File: src/rtl/pc_sequencer.sv
// pc_sequencer: sequential program-counter controller for the MIPS-32 core.
//
// Owns the PC. It fetches one instruction, holds it for the datapath while the
// instruction executes, and then selects the next PC from one of four sources:
// sequential, branch, jump or jump-register. It also counts retired
// instructions and traps jump-register targets that are not word aligned.
//
// Handshake (imem): imem_req is held high with a stable imem_addr for as long
// as the controller sits in FETCH. A cycle with imem_req=1 and imem_ack=1
// transfers imem_rdata. imem_ack in any other cycle is ignored.
//
// Ports:
//   clk, reset          clock; synchronous active-high reset
//   imem_req/addr       fetch request and address (imem_addr == pc_out)
//   imem_ack/rdata      fetch acknowledge and instruction word
//   instr_out/valid     latched instruction and its execute-valid flag
//   stall               datapath holds the current instruction in EXEC
//   branch_taken, imm_ext, jump, jump_index, jr, jr_addr
//                       next-PC controls, sampled only in EXEC
//   pc_out, pc_plus4    current PC and PC+4 (combinational)
//   retired             retired-instruction counter (wraps)
//   misalign            sticky flag for a misaligned JR target
//   state_dbg           current FSM state (BOOT=0, FETCH=1, EXEC=2, TRAP=3)
module pc_sequencer #(
    parameter logic [31:0] RESET_VECTOR = 32'h0000_0000
) (
    input  logic        clk,
    input  logic        reset,
    output logic        imem_req,
    output logic [31:0] imem_addr,
    input  logic        imem_ack,
    input  logic [31:0] imem_rdata,
    output logic [31:0] instr_out,
    output logic        instr_valid,
    input  logic        stall,
    input  logic        branch_taken,
    input  logic [31:0] imm_ext,
    input  logic        jump,
    input  logic [25:0] jump_index,
    input  logic        jr,
    input  logic [31:0] jr_addr,
    output logic [31:0] pc_out,
    output logic [31:0] pc_plus4,
    output logic [31:0] retired,
    output logic        misalign,
    output logic [1:0]  state_dbg
);

    typedef enum logic [1:0] {
        BOOT  = 2'd0,
        FETCH = 2'd1,
        EXEC  = 2'd2,
        TRAP  = 2'd3
    } state_t;

    state_t      state;
    logic [31:0] pc;
    logic [31:0] next_pc;
    logic        jr_misaligned;

    assign pc_out    = pc;
    assign imem_addr = pc;
    assign pc_plus4  = pc + 32'd4;
    assign state_dbg = state;

    // Next-PC selection, priority jr > jump > branch > sequential.
    // The branch add is plain 32-bit arithmetic: the carry is dropped and a
    // negative immediate works through two's complement.
    always_comb begin
        next_pc = pc_plus4;
        if (jr) begin
            next_pc = jr_addr;
        end else if (jump) begin
            next_pc = {pc_plus4[31:28], jump_index, 2'b00};
        end else if (branch_taken) begin
            next_pc = pc_plus4 + (imm_ext << 2);
        end
    end

    assign jr_misaligned = jr && (jr_addr[1:0] != 2'b00);

    // imem_req and instr_valid are registered alongside the state so they
    // are high exactly in FETCH and EXEC respectively.
    always_ff @(posedge clk) begin
        if (reset) begin
            state       <= BOOT;
            pc          <= RESET_VECTOR;
            instr_out   <= 32'd0;
            instr_valid <= 1'b0;
            imem_req    <= 1'b0;
            retired     <= 32'd0;
            misalign    <= 1'b0;
        end else begin
            case (state)
                BOOT: begin
                    state    <= FETCH;
                    imem_req <= 1'b1;
                end
                FETCH: begin
                    if (imem_ack) begin
                        instr_out   <= imem_rdata;
                        instr_valid <= 1'b1;
                        imem_req    <= 1'b0;
                        state       <= EXEC;
                    end
                end
                EXEC: begin
                    if (!stall) begin
                        instr_valid <= 1'b0;
                        if (jr_misaligned) begin
                            // Abandon the instruction: PC and retired hold.
                            misalign <= 1'b1;
                            state    <= TRAP;
                        end else begin
                            pc       <= next_pc;
                            retired  <= retired + 32'd1;
                            imem_req <= 1'b1;
                            state    <= FETCH;
                        end
                    end
                end
                default: begin
                    // TRAP: everything holds until reset.
                    state       <= TRAP;
                    imem_req    <= 1'b0;
                    instr_valid <= 1'b0;
                end
            endcase
        end
    end

endmodule

File: config.mk
export PLATFORM = sky130hd
export DESIGN_NAME = pc_sequencer
export DESIGN_NICKNAME = d
export VERILOG_FILES = /design/src/rtl/pc_sequencer.sv
export SDC_FILE = /design/constraint.sdc
export NUM_CORES = 1
export LEC_CHECK = 0
export BUFFER_PORTS_ARGS = -buffer_cell sky130_fd_sc_hd__buf_2
export CAP_MARGIN = 20
export CORE_ASPECT_RATIO = 1.5
export CORE_MARGIN = 1
export CORE_UTILIZATION = 49
export DETAILED_ROUTE_END_ITERATION = 10
export GPL_TIMING_DRIVEN = 0
export MAX_ROUTING_LAYER = met4
export PLACE_DENSITY = 0.79
export SETUP_SLACK_MARGIN = 0.3
export SKIP_CTS_REPAIR_TIMING = 1
export SLEW_MARGIN = 10
export SYNTH_ARGS = -nofsm -noshare
export SYNTH_HDL_FRONTEND = slang
export SYNTH_SLANG_ARGS = --single-unit
File: constraint.sdc
create_clock -name clk -period 4.5 [get_ports clk]
set_clock_uncertainty 0.2 [all_clocks]
set_input_delay 0 -clock clk [delete_from_list [all_inputs] [get_ports clk]]
set_output_delay 0 -clock clk [all_outputs]
set_load 0.02 [all_outputs]
==> metrics.txt <==
Remaining Overflow, GRT 0; worst hold slack across all endpoints -0.0780 ns; DRC violation count after routing 0; reported max-cap violation count 0; total vias in the final route 8698; Clk Latency, worst-skew pair 0.35 ns; GRT Overall Usage 35.2%; number of placement rows 52; Post-synth EDFFs 0; final antenna diode count 0; Final Max Slew Viols 0; class of the most critical hold timing path in -> reg; critical path's largest stage delay 0.40 ns; Clock transition at path regs 0.08 ns; wire length of the first global-routing pass 38600 um; Routed Wire Length 28600 um; TritonCTS clock tree done; Buf+Inv Stages, Crit Path 0; flop2flop setup slack 0.40 ns; Net Count, Synth 1082; cell leakage power 0.00488 uW; PnR worst setup slack 0.400 ns; count of cell types in the netlist 64; final-layout fill cell count 1098; DPL Wire Length 20300 um; register bit total from synthesis 101; average vias per placed instance 5.91; data required time of the critical path 4.54 ns; Syn. warnings 0; share of async-settable or async-resettable flops after synthesis 0%; cell type group with the largest total delay on the critical path simple AND/OR/NAND/NOR gates; portion of the clock cycle consumed by the worst path in the final layout 91.1%; origin of the critical flop-to-flop path imem_addr[6]; Final setup viols 0; pwr dens 224 nW/um2; number of global-route vias before repair 7695; Seq. cell area 2030 um2; number of optimization iterations in the first detailed-route pass 5; maximum net fanout on the critical path 6; area of the multi-input gates 4620 um2; number of buffer cells added on primary ports 289; most common flop cell mapped by yosys sky130_fd_sc_hd__dfxtp_1; critical path capture point imem_addr[31]; capturing element type of the critical path register; worst relative slew slack 24.8%; Avg Synthesized Cell Area 7.60 um2; H-tree depth 3; placed cell count 1365; total clock buffers created by CTS 9; summed negative setup slack over all endpoints 0 ns; DIE HEIGHT 148 um; CTS sink cnt 101; achievable clock frequency 244 MHz; outcome complete, but fails checks; nets@finish 1473; area growth from synthesis to layout 44.1%; violated checks negative hold slack; post-layout min period 4.10 ns; library cell contributing the largest single delay on the critical path sky130_fd_sc_hd__dfxtp_2; post-place setup slack -0.269 ns; # IOs 294; final hold viol count 6; antenna-violating nets left 0; initial core utilization 50.8%; critical path arrival 4.14 ns; pin count of the biggest net entering global routing 22; ordered cell list for the critical path and4_2, and4_4, and2_2, nand4_1, xnor2_2, ha_2, o21ai_0, a21oi_1, nor2_1, or3_1, o21ai_1, a31oi_1, xnor2_1, nand3_1, a31o_2; type of element launching the critical path register; reg-to-reg endpoint imem_addr[31]; library cell used as clock root buffer sky130_fd_sc_hd__clkbuf_16; average wire per cell in the routed design 19.4 um; non-filler cells, final 1472; Core ar. 13700 um2; Total Die Area 14700 um2; Register-to-Register Path Depth 15; maximum VDD drop 251 uV; critical path startpoint imem_addr[6]; total standard cell area after synthesis 6940 um2; Worst Tran Pin Value 1.12 ns; start-to-end type of the worst setup path reg -> reg; Starting DRT DRC Count 596; sequential-to-total area share from yosys stat 29.1%; fraction of final layout cells sized beyond drive strength 1 30.0%; unrepaired setup endpoints after global routing yes; DIE WIDTH 99.2 um; initial antenna violation count 0; gate count after technology mapping 914; number of gates on the worst path with buffers counted 15; Max clock buf depth 2; Final GP Congestion 0.983
cell usage in the layout, fill, tap and decap left out, types with 6 or more instances in the layout:
| master | instances |
|---|---|
| sky130_fd_sc_hd__xnor2_2 | 7 |
| sky130_fd_sc_hd__inv_1 | 18 |
| sky130_fd_sc_hd__xor2_1 | 33 |
| sky130_fd_sc_hd__a221oi_1 | 6 |
| sky130_fd_sc_hd__or3_1 | 10 |
| sky130_fd_sc_hd__a21o_1 | 21 |
| sky130_fd_sc_hd__nor2_1 | 90 |
| sky130_fd_sc_hd__o211ai_1 | 8 |
| sky130_fd_sc_hd__nand2_1 | 127 |
| sky130_fd_sc_hd__a21oi_1 | 91 |
| sky130_fd_sc_hd__a211oi_1 | 14 |
| sky130_fd_sc_hd__clkbuf_16 | 9 |
| sky130_fd_sc_hd__a31oi_1 | 7 |
| sky130_fd_sc_hd__mux2i_1 | 6 |
| sky130_fd_sc_hd__o21a_1 | 7 |
| sky130_fd_sc_hd__buf_4 | 38 |
| sky130_fd_sc_hd__and2_1 | 8 |
| sky130_fd_sc_hd__ha_1 | 34 |
| sky130_fd_sc_hd__clkbuf_1 | 38 |
| sky130_fd_sc_hd__nand3_1 | 30 |
| sky130_fd_sc_hd__nor3_1 | 18 |
| sky130_fd_sc_hd__dfxtp_1 | 97 |
| sky130_fd_sc_hd__nand4_1 | 20 |
| sky130_fd_sc_hd__o21ai_0 | 45 |
| sky130_fd_sc_hd__xnor2_1 | 32 |
| sky130_fd_sc_hd__buf_2 | 289 |
| sky130_fd_sc_hd__and3_1 | 12 |
| sky130_fd_sc_hd__dlygate4sd3_1 | 87 |
worst min-delay path by stage:
stage	cells after the start	slack, ns	startpoint	to
6_report	5	-0.08	jump_index[1]	imem_addr[3]
5_1_grt	4	0.005	jump_index[23]	imem_addr[25]
4_1_cts	3	-0.33	imem_rdata[19]	instr_out[19]
3_5_place_dp	3	0.05	imem_rdata[19]	instr_out[19]
3_3_place_gp	3	0.04	imem_rdata[5]	instr_out[5]
2_1_floorplan	2	-0.06	imem_rdata[30]	instr_out[30]
report_power, final:
part	internal, uW	switching (uW)	leakage (uW)	total [uW]
clock	403	406	0.000152	809
sequential	915	24.5	0.000821	940
combinational	208	288	0.00390	496
total	1530	719	0.00488	2240
cells in the mapped netlist (all sizes together) (3+ instances only):
cell | instances | share of area [%]
or2 | 3 | 0.27
a221oi | 6 | 0.76
dfxtp | 101 | 29
and4 | 6 | 0.76
a311oi | 3 | 0.38
buf | 37 | 4.0
clkbuf | 39 | 2.1
a211o | 4 | 0.50
nor3 | 19 | 1.4
nand4 | 22 | 2.4
o31ai | 5 | 0.54
o21ai | 47 | 3.4
nor2 | 93 | 5.1
a311o | 3 | 0.43
and3 | 12 | 1.1
a211oi | 15 | 1.6
xnor2 | 39 | 4.9
o211ai | 8 | 0.87
nand2 | 127 | 6.9
and2 | 12 | 1.1
a221o | 4 | 0.58
nor4 | 3 | 0.36
or3 | 11 | 1.1
a2111oi | 3 | 0.40
a31oi | 8 | 0.72
o21a | 7 | 0.76
nand2b | 4 | 0.36
xor2 | 33 | 4.2
inv | 18 | 0.97
o21bai | 4 | 0.43
mux2i | 6 | 0.87
a21o | 21 | 2.3
a21oi | 93 | 6.8
ha | 38 | 6.8
o22ai | 4 | 0.36
nand3 | 31 | 2.2
a21boi | 4 | 0.43
sequential cells by signal, indices dropped and copies added (netlist names):
signal / cells
misalign: 1
instr_valid: 1
imem_addr: 32
instr_out: 32
retired: 32
state_dbg: 2
imem_req: 1
area by class of cell:
type                            instances  share of cell area [%]
Multi-Input combinational cell        719                    46.1
Timing Repair Buffer                  380                    23.5
Sequential cell                       101                    20.3
Buffer                                 76                    4.25
Clock buffer                            9                    2.25
Tap cell                              162                    2.03
Clock inverter                          7                   0.913
Inverter                               18                   0.675
stage by stage:
stage	area, um2	utilization [%]	total power, uW
floorplan	6950	-	1200
global placement	8600	62.9	1370
detailed placement	8600	62.9	1370
CTS	8920	65.3	2170
global route	10000	73.2	2320
finish	10000	73.2	2240
cells by family (layout without fill, tap and decap cells):
logic type	count (synthesis)	after routing	share of synthesized area, %
compound gates	255	255	23.3
xor+xnor	72	72	9.08
fa+ha+maj	39	39	7.14
buf+inv	94	490	7.05
flops	101	101	29.1
mux	6	6	0.865
simple gates	347	347	23.5
worst register-to-register path, cell delays in order, from the launching register on:
cell,delay (ns)
sky130_fd_sc_hd__dfxtp_2,0.40
sky130_fd_sc_hd__and4_2,0.29
sky130_fd_sc_hd__and4_4,0.30
sky130_fd_sc_hd__and2_2,0.23
sky130_fd_sc_hd__nand4_1,0.16
sky130_fd_sc_hd__xnor2_2,0.20
sky130_fd_sc_hd__ha_2,0.39
sky130_fd_sc_hd__o21ai_0,0.10
sky130_fd_sc_hd__a21oi_1,0.15
sky130_fd_sc_hd__nor2_1,0.09
sky130_fd_sc_hd__or3_1,0.39
sky130_fd_sc_hd__o21ai_1,0.30
sky130_fd_sc_hd__a31oi_1,0.15
sky130_fd_sc_hd__xnor2_1,0.26
sky130_fd_sc_hd__nand3_1,0.11
sky130_fd_sc_hd__a31o_2,0.25
layer usage:
layer / vias up / wire, um / track usage (%)
li1: 4020 / - / -
met1: 3962 / 10000 / 36.5
met2: 554 / 14300 / 60.0
met3: 162 / 2310 / 6.76
met4: 0 / 1900 / 24.0
met5: - / 0 / -
(Power assumes the default switching activity.)
